[src/rtl/tiger_dm_pkg.sv]
// Shared types and constants for the tiger_tiger data-master Avalon bridge.
// Imported by the lane aligner and the bridge FSM.
package tiger_dm_pkg;

    typedef enum logic [1:0] {
        ST_IDLE,
        ST_REQ,
        ST_WAIT_DATA,
        ST_DONE
    } dm_state_e;

    typedef enum logic [1:0] {
        SZ_BYTE,
        SZ_HALF,
        SZ_WORD
    } dm_size_e;

    localparam logic [3:0] BE_WORD    = 4'hF;
    localparam logic [3:0] BE_HALF_LO = 4'h3;
    localparam logic [3:0] BE_HALF_HI = 4'hC;
    localparam logic [3:0] BE_BYTE0   = 4'h1;
    localparam logic [3:0] BE_BYTE1   = 4'h2;
    localparam logic [3:0] BE_BYTE2   = 4'h4;
    localparam logic [3:0] BE_BYTE3   = 4'h8;

    localparam logic [31:0] DEF_ERROR_READDATA = 32'hDEADBEEF;

    // mem8 takes priority over mem16; neither means a full word.
    function automatic dm_size_e size_of(input logic mem8, input logic mem16);
        dm_size_e s;
        s = SZ_WORD;
        if (mem8) begin
            s = SZ_BYTE;
        end else if (mem16) begin
            s = SZ_HALF;
        end
        return s;
    endfunction

endpackage

[src/rtl/tiger_dm_lane_align.sv]
// Lane steering for the data master: byteenables, store replication
// and right-aligned, zero-extended load extraction.
module tiger_dm_lane_align
    import tiger_dm_pkg::*;
(
    input  logic [1:0]  addr_lo,
    input  dm_size_e    size,
    input  logic [31:0] wdata_in,
    input  logic [31:0] rdata_in,
    output logic [3:0]  byteenable,
    output logic [31:0] wdata_out,
    output logic [31:0] rdata_out
);

    logic [1:0]  lane;
    logic [31:0] shifted;

    always_comb begin
        lane       = 2'd0;
        byteenable = BE_WORD;
        wdata_out  = wdata_in;
        unique case (size)
            SZ_BYTE: begin
                lane      = addr_lo;
                wdata_out = {4{wdata_in[7:0]}};
                unique case (addr_lo)
                    2'd0:    byteenable = BE_BYTE0;
                    2'd1:    byteenable = BE_BYTE1;
                    2'd2:    byteenable = BE_BYTE2;
                    default: byteenable = BE_BYTE3;
                endcase
            end
            SZ_HALF: begin
                // Halfwords ignore addr[0] and sit on lane 0 or lane 2.
                lane       = {addr_lo[1], 1'b0};
                wdata_out  = {2{wdata_in[15:0]}};
                byteenable = addr_lo[1] ? BE_HALF_HI : BE_HALF_LO;
            end
            default: begin
                lane = 2'd0;
            end
        endcase
    end

    always_comb begin
        shifted   = rdata_in >> {lane, 3'b000};
        rdata_out = shifted;
        unique case (size)
            SZ_BYTE: rdata_out = {24'd0, shifted[7:0]};
            SZ_HALF: rdata_out = {16'd0, shifted[15:0]};
            default: rdata_out = shifted;
        endcase
    end

endmodule

[src/rtl/tiger_dm_avalon_bridge.sv]
// Single-outstanding bridge from the tiger_tiger load/store port to an
// Avalon data master, with a per-transaction watchdog.
module tiger_dm_avalon_bridge
    import tiger_dm_pkg::*;
#(
    parameter int unsigned TIMEOUT_CYCLES = 1024,
    parameter logic [31:0] ERROR_READDATA = DEF_ERROR_READDATA
) (
    input  logic        clk,
    input  logic        reset,
    input  logic [31:0] memaddress,
    input  logic        memread,
    input  logic        memwrite,
    input  logic        mem8,
    input  logic        mem16,
    input  logic [31:0] memwritedata,
    output logic [31:0] memreaddata,
    output logic        avalon_stall,
    output logic        bus_error,
    output logic [31:0] avm_dataMaster_address,
    output logic        avm_dataMaster_read,
    output logic        avm_dataMaster_write,
    output logic [31:0] avm_dataMaster_writedata,
    output logic [3:0]  avm_dataMaster_byteenable,
    input  logic [31:0] avm_dataMaster_readdata,
    input  logic        avm_dataMaster_waitrequest,
    input  logic        avm_dataMaster_readdatavalid
);

    localparam logic [31:0] TMO_LAST = 32'(TIMEOUT_CYCLES - 1);

    dm_state_e   state_q, state_d;
    dm_size_e    size_q, size_d;
    logic [31:0] addr_q, addr_d;
    logic [31:0] wdata_q, wdata_d;
    logic        write_q, write_d;
    logic [31:0] cnt_q, cnt_d;
    logic [31:0] rdata_q, rdata_d;
    logic        bus_error_q, bus_error_d;

    logic [31:0] rdata_aligned;
    logic        timeout;
    logic        accepted;

    tiger_dm_lane_align u_align (
        .addr_lo    (addr_q[1:0]),
        .size       (size_q),
        .wdata_in   (wdata_q),
        .rdata_in   (avm_dataMaster_readdata),
        .byteenable (avm_dataMaster_byteenable),
        .wdata_out  (avm_dataMaster_writedata),
        .rdata_out  (rdata_aligned)
    );

    assign avm_dataMaster_address = {addr_q[31:2], 2'b00};
    assign avm_dataMaster_read    = (state_q == ST_REQ) && !write_q;
    assign avm_dataMaster_write   = (state_q == ST_REQ) && write_q;
    assign memreaddata            = rdata_q;
    assign bus_error              = bus_error_q;

    assign timeout  = (cnt_q >= TMO_LAST);
    assign accepted = !avm_dataMaster_waitrequest;

    always_comb begin
        state_d      = state_q;
        size_d       = size_q;
        addr_d       = addr_q;
        wdata_d      = wdata_q;
        write_d      = write_q;
        cnt_d        = cnt_q;
        rdata_d      = rdata_q;
        bus_error_d  = bus_error_q;
        avalon_stall = 1'b0;
        unique case (state_q)
            ST_IDLE: begin
                cnt_d = '0;
                if (memread || memwrite) begin
                    avalon_stall = 1'b1;
                    state_d      = ST_REQ;
                    addr_d       = memaddress;
                    size_d       = size_of(mem8, mem16);
                    wdata_d      = memwritedata;
                    write_d      = memwrite;
                end
            end
            ST_REQ: begin
                avalon_stall = 1'b1;
                cnt_d        = cnt_q + 32'd1;
                if (accepted && write_q) begin
                    state_d = ST_DONE;
                end else if (accepted && avm_dataMaster_readdatavalid) begin
                    state_d = ST_DONE;
                    rdata_d = rdata_aligned;
                end else if (timeout) begin
                    state_d     = ST_DONE;
                    bus_error_d = 1'b1;
                    if (!write_q) begin
                        rdata_d = ERROR_READDATA;
                    end
                end else if (accepted) begin
                    state_d = ST_WAIT_DATA;
                end
            end
            ST_WAIT_DATA: begin
                avalon_stall = 1'b1;
                cnt_d        = cnt_q + 32'd1;
                if (avm_dataMaster_readdatavalid) begin
                    state_d = ST_DONE;
                    rdata_d = rdata_aligned;
                end else if (timeout) begin
                    state_d     = ST_DONE;
                    bus_error_d = 1'b1;
                    rdata_d     = ERROR_READDATA;
                end
            end
            default: begin
                state_d = ST_IDLE;
            end
        endcase
    end

    always_ff @(posedge clk or posedge reset) begin
        if (reset) begin
            state_q     <= ST_IDLE;
            size_q      <= SZ_WORD;
            addr_q      <= '0;
            wdata_q     <= '0;
            write_q     <= 1'b0;
            cnt_q       <= '0;
            rdata_q     <= '0;
            bus_error_q <= 1'b0;
        end else begin
            state_q     <= state_d;
            size_q      <= size_d;
            addr_q      <= addr_d;
            wdata_q     <= wdata_d;
            write_q     <= write_d;
            cnt_q       <= cnt_d;
            rdata_q     <= rdata_d;
            bus_error_q <= bus_error_d;
        end
    end

endmodule

[config.mk]
export PLATFORM = sky130hd
export DESIGN_NAME = tiger_dm_avalon_bridge
export DESIGN_NICKNAME = d
export VERILOG_FILES = /design/src/rtl/tiger_dm_pkg.sv /design/src/rtl/tiger_dm_lane_align.sv /design/src/rtl/tiger_dm_avalon_bridge.sv
export SDC_FILE = /design/constraint.sdc
export NUM_CORES = 1
export LEC_CHECK = 0
export CAP_MARGIN = 0
export CELL_PAD_IN_SITES_DETAIL_PLACEMENT = 1
export CELL_PAD_IN_SITES_GLOBAL_PLACEMENT = 2
export CORE_ASPECT_RATIO = 0.75
export CORE_UTILIZATION = 32
export DETAILED_ROUTE_END_ITERATION = 8
export GPL_ROUTABILITY_DRIVEN = 0
export GPL_TIMING_DRIVEN = 0
export PLACE_DENSITY = 0.95
export RECOVER_POWER = 25
export SYNTH_ARGS = -nofsm -noshare
export SYNTH_HDL_FRONTEND = slang
export SYNTH_SLANG_ARGS = --single-unit
export TNS_END_PERCENT = 5
[constraint.sdc]
create_clock -name clk -period 9.7 [get_ports clk]
set_input_delay 1.94 -clock clk [delete_from_list [all_inputs] [get_ports clk]]
set_output_delay 1.94 -clock clk [all_outputs]
set_load 0.01 [all_outputs]
[Yosys cells after proc, flatten, opt, wreduce, memory -nomap -nowiden]
Index checks and enable logic that the tools add are counted.
Cells by class
  add/subtract/negate cells: 1
  $lt $le $gt $ge: 1
  equality and inequality tests: 13
  shift-type cells: 1
  mux-type cells: 31
  reduce and logical (&&, ||, !) cells: 17
Operators by type and width (number)
  $pmux W32 S2: 4
  $mux W32: 6
  $add A32 B1 Y32 const B: 1
  $ge A32 B10 Y1 const B: 1
  $shr A32 B5 Y32: 1
  $mux W2: 9
  $pmux W4 S3: 1
  $ne A2 B2 Y1 const B: 4
  $pmux W4 S2: 1
  $eq A2 B1 Y1 const B: 3
  $logic_not A2 Y1: 3
  $ne A3 B2 Y1 const B: 2
  $pmux W2 S3: 1
  $mux W1: 5
  $ne A5 B3 Y1 const B: 1
  $reduce_and A5 Y1: 1
  $eq A2 B2 Y1 const B: 2
  $logic_and A1 B1 Y1: 4
  $mux W4: 1
  $pmux W1 S2: 2
  $pmux W2 S2: 1
  $reduce_and A4 Y1: 1
  $reduce_bool A2 Y1: 2
  $ne A3 B3 Y1 const B: 1
  other kinds (5): 6
Word-level totals
  register bits after elaboration: 134
  input bits: 104
  output and inout port bits: 104
  logic and storage cells: 72

[Depth between registers and ports, before layout]
  depth after elaboration: 7
  depth in mapped cells: 8
  mapped depth without buffers: 7

[Cells and area by module]
Synthesis repeated with hierarchy kept, for this count alone.
Unflattened totals
  cell total of the unflattened synthesis: 604
  area, all modules: 6894.1 um^2
By module, submodules not included
  tiger_dm_avalon_bridge: times used 1, cells each 491, area each 5997.0 um^2, seq. area each 3354.5 um^2
  tiger_dm_lane_align: times used 1, cells each 113, area each 897.1 um^2, seq. area each 0.0 um^2

[Worst setup path before layout]
Ideal clock, no wire load.
  path type: input-to-output
  from: in memwrite
  to: out avalon_stall
  arrival time: 2703 ps
  required time: 7760 ps
  slack: 5057 ps
  stages on the path: 3
  buffers on the path: 1
  cells stage by stage: o21ai_1 -> clkbuf_1 -> a21oi_1
Between the ends
  word-level cells in the longest chain between the ends: 3
Ends and longest elaborated chain
  start: declaration: RTL line tiger_dm_avalon_bridge.sv:13  | input logic memwrite,
  $logic_or A1 B1 Y1: RTL line tiger_dm_avalon_bridge.sv:77  | if (memread || memwrite) begin
  $mux W1: RTL line tiger_dm_avalon_bridge.sv:77
  $pmux W1 S2: RTL line tiger_dm_avalon_bridge.sv:74  | unique case (state_q)
  end: declaration: RTL line tiger_dm_avalon_bridge.sv:18  | output logic avalon_stall,
No other way between the ends.

[Worst setup path after layout]
Same ends and word-level chain as after synthesis.

==> impl_metrics.tcl <==
set metrics [dict create \
    status "complete, but fails checks" \
    violations_in_the_final_reports "max-capacitance violations, max-slew violations" \
    clkSinkCount 134 \
    grt_pass1_wl_mm 33.58 \
    core-area_um2 20550 \
    most_common_library_cell_in_the_layout_ignoring_fill_and_taps "sky130_fd_sc_hd__clkdlybuf4s50_1" \
    final.setup.tns_ps 0 \
    preCtsSetupSlack_ps 3235 \
    post_cts_buffers 0 \
    rsz_0062_raised_after_global_routing "no" \
    clk_latency_ps 420 \
    worst_slew_pin_slew_ps 1982 \
    crit_path_end_kind "output port" \
    cts_hold_buf 0 \
    count_of_standard_cell_rows 45 \
    maxClockFrequency_ghz 0.1564 \
    antenna_found_initial 0 \
    place.port_buffers 205 \
    timing.rr.start "cnt_q[2]" \
    final-hold-violation-count 0 \
    power_density_nw_per_um2 339.7 \
    syn_avg_cell_area_um2 10.86 \
    drc_errors 0 \
    filler_cell_count 2231 \
    timing.critical_path.required_ps 7760 \
    syn-instance-count 629 \
    clock_tree_root_buffer_cell "sky130_fd_sc_hd__clkbuf_16" \
    critical_path.startpoint "memwrite" \
    syn_to_final_growth_pct 45.80 \
    crit_family "buffers and inverters" \
    start_point_of_the_worst_min_delay_path "bus_error" \
    cts_tree "yes" \
    slowest_delay_ps 760 \
    maxSlewHeadroom_pct -32.86 \
    drtAntennaViolNets 0 \
    vdd_ir_drop_max_uv 147.6 \
    yosys_most_used_dff "sky130_fd_sc_hd__dfrtp_1" \
    min_path_type "register to register" \
    worst_hold_path.endpoint "bus_error" \
    worst_slack_ps 3308 \
    postCtsResizedCells 0 \
    antenna_cells 0 \
    worst-r2r-setup-slack_ps 7010 \
    drt_pre_antenna_iters 5 \
    critical_path.max_fanout 10 \
    layout-drive-gt1-share_pct 21.20 \
    drt_iter0_drc 310 \
    overflow 0 \
    die_area_um2 21950 \
    synth-edff-count 0 \
    buffers_plus_inverters_on_the_worst_setup_path 3 \
    seq_area_frac_synth_pct 49.09 \
    most_used_cell_cp "sky130_fd_sc_hd__clkdlybuf4s50_1" \
    most-common-layout-cells "sky130_fd_sc_hd__clkdlybuf4s50_1 (204), sky130_fd_sc_hd__dfrtp_1 (133), sky130_fd_sc_hd__mux2_2 (89), sky130_fd_sc_hd__nand2_1 (50), sky130_fd_sc_hd__nor2_1 (44)" \
    worst_r2r_endpoint "cnt_q[30]" \
    die_width_um 170.7 \
    grt_max_degree 94 \
    drv.max_cap_violation_count 2 \
    routing_layer_with_the_top_usage_in_global_route "met2" \
    chipHeight_um 128.6 \
    synth-warning-count 0 \
    via_per_inst 4.964 \
    globalRouteMet2Util_pct 31.79 \
    post_synth_instance_area_um2 6833 \
    met3_usage_pct 7.198 \
    fin_total_pwr_mw 3.384 \
    detail_route.wl_per_cell_um 18.56 \
    cts-buffers-inserted 17 \
    crit_arrival_ps 4450 \
    clock_skew_ps 10.06 \
    first_global_vias 5932 \
    crit_type "input port to output port" \
    h-tree-depth 4 \
    period_minus_slack_ps 6392 \
    hold-path-cell-count 1 \
    floorplan.initialDensity_pct 33.25 \
    route.final.wire_length_mm 21.34 \
    pin_count 208 \
    cts_buffer_depth 2 \
    final-max-slew-violation-count 42 \
    ff2ff_path_depth 6 \
    detailed_place_hpwl_mm 15.79 \
    nets 964 \
    leakagePower_nw 4.125 \
    critPathLaunchType "input port" \
    track_usage_pct 20.01 \
    slowest_stage "sky130_fd_sc_hd__o21ai_1" \
    postSynth.asyncResetShare_pct 100.0 \
    setup-violations-final 0 \
    netlist-cell-type-count 47 \
    ys_ff_latch 134 \
    route.vias.total 5709 \
    clock_transition_at_path_regs_ps 60 \
    crit_path_cell_trace "clkdlybuf4s50_1 -> o21ai_1 -> clkbuf_1 -> a21oi_1 -> clkdlybuf4s50_1" \
    met1_use_gr_pct 26.27 \
    post-route-period-util_pct 65.90 \
]
kinds of logic (layout without fill, tap and decap cells):
| group | count (synthesis) | in the layout | synth area share [%] |
|---|---|---|---|
| flip-flops | 134 | 134 | 49.09 |
| XOR/XNOR | 23 | 23 | 2.948 |
| AND/OR/NAND/NOR | 176 | 176 | 12.73 |
| adder cells (fa/ha/maj) | 5 | 5 | 0.9156 |
| buffers and inverters | 90 | 328 | 7.380 |
| multiplexers | 117 | 117 | 19.21 |
| other | 1 | 2 | 0.05488 |
| AO/OA/AOI/OAI | 83 | 83 | 7.673 |
metal layers:
layer,wire (µm),up-vias
li1,-,2641
met1,9561,2876
met2,9804,178
met3,1815,14
met4,159,0
met5,0,-
final cells by class:
cell class,instances,area (µm²),share of cell area [%]
sequential,134,3354,33.67
multi-input combinational,406,2978,29.89
timing repair buffer,206,2079,20.87
clock buffer,19,452.9,4.547
buffer,75,446.7,4.484
tap,282,352.8,3.542
clock inverter,13,240.2,2.411
inverter,15,57.56,0.5777
sequential cells by signal, summed over array words and instances, names as in the netlist:
| register | flops |
|---|---|
| addr_q | 32 |
| cnt_q | 32 |
| memreaddata | 32 |
| wdata_q | 32 |
| size_q | 2 |
| state_q | 2 |
| bus_error | 1 |
| write_q | 1 |
metrics by stage:
step | util [%] | cells | cell area, µm² | hold slack, ps
floorplan | - | 630 | 6837 | 473.7
CTS | 48.50 | 1150 | 9967 | 492.5
finish | 48.47 | 1150 | 9962 | 483.6
global route | 48.47 | 1150 | 9962 | 512.4
global placement | 44.97 | 1117 | 9241 | 460.4
detailed placement | 45.13 | 1118 | 9274 | 463.1
power by group:
group          total, mW  switching, mW  leakage [nW]  internal (mW)
combinational       1.72          0.777          2.17          0.940
sequential         0.902          0.136          1.62          0.766
clock              0.764          0.263         0.335          0.501
worst register-to-register path, stage by stage, from the launching register on:
cell	delay (ps)
sky130_fd_sc_hd__dfrtp_1	320
sky130_fd_sc_hd__clkbuf_1	240
sky130_fd_sc_hd__nand4_1	230
sky130_fd_sc_hd__nor4_1	1240
sky130_fd_sc_hd__nand4_1	240
sky130_fd_sc_hd__xnor2_1	230
sky130_fd_sc_hd__nor2_1	60
worst max-delay path by stage:
stage                    to  slack (ps)  depth (start not counted)
2_1_floorplan     addr_q[0]        4180                          1
3_3_place_gp     addr_q[20]        1980                          2
3_5_place_dp   avalon_stall        3240                          5
4_1_cts        avalon_stall        3210                          5
5_1_grt        avalon_stall        3120                          5
6_report       avalon_stall        3310                          5
cells in the mapped netlist, types with 2 or more instances:
cell                       number  area (µm²)
sky130_fd_sc_hd__nor4_1         7       43.79
sky130_fd_sc_hd__mux2_2        89        1002
sky130_fd_sc_hd__ha_1           5       62.56
sky130_fd_sc_hd__and3_1         4       25.02
sky130_fd_sc_hd__mux2i_1       22       220.2
sky130_fd_sc_hd__nand3_1       10       50.05
sky130_fd_sc_hd__and4_1         5       43.79
sky130_fd_sc_hd__o22ai_1        6       37.54
sky130_fd_sc_hd__buf_2          6       30.03
sky130_fd_sc_hd__o22a_1        11       96.34
sky130_fd_sc_hd__nand2b_1       6       37.54
sky130_fd_sc_hd__buf_4         40       300.3
sky130_fd_sc_hd__a21boi_0       2       15.01
sky130_fd_sc_hd__nor2_1        44       165.2
sky130_fd_sc_hd__nor3_1        11       55.05
sky130_fd_sc_hd__a21oi_1       23       115.1
sky130_fd_sc_hd__xnor2_1        7       61.31
sky130_fd_sc_hd__or2_2          2       12.51
sky130_fd_sc_hd__o21ai_0       27       135.1
sky130_fd_sc_hd__and2_1         4       25.02
sky130_fd_sc_hd__nand2_1       50       187.7
sky130_fd_sc_hd__nand4_1       23       143.9
sky130_fd_sc_hd__or4_1          3       22.52
sky130_fd_sc_hd__o32a_1         7       70.07
sky130_fd_sc_hd__nor2_2         2       12.51
sky130_fd_sc_hd__dfrtp_1      133        3328
sky130_fd_sc_hd__inv_1         15       56.30
sky130_fd_sc_hd__buf_1          2       7.510
sky130_fd_sc_hd__mux2_4         6       90.09
sky130_fd_sc_hd__clkbuf_1      25       93.84
sky130_fd_sc_hd__xor2_1        16       140.1
(Power assumes the default switching activity.)
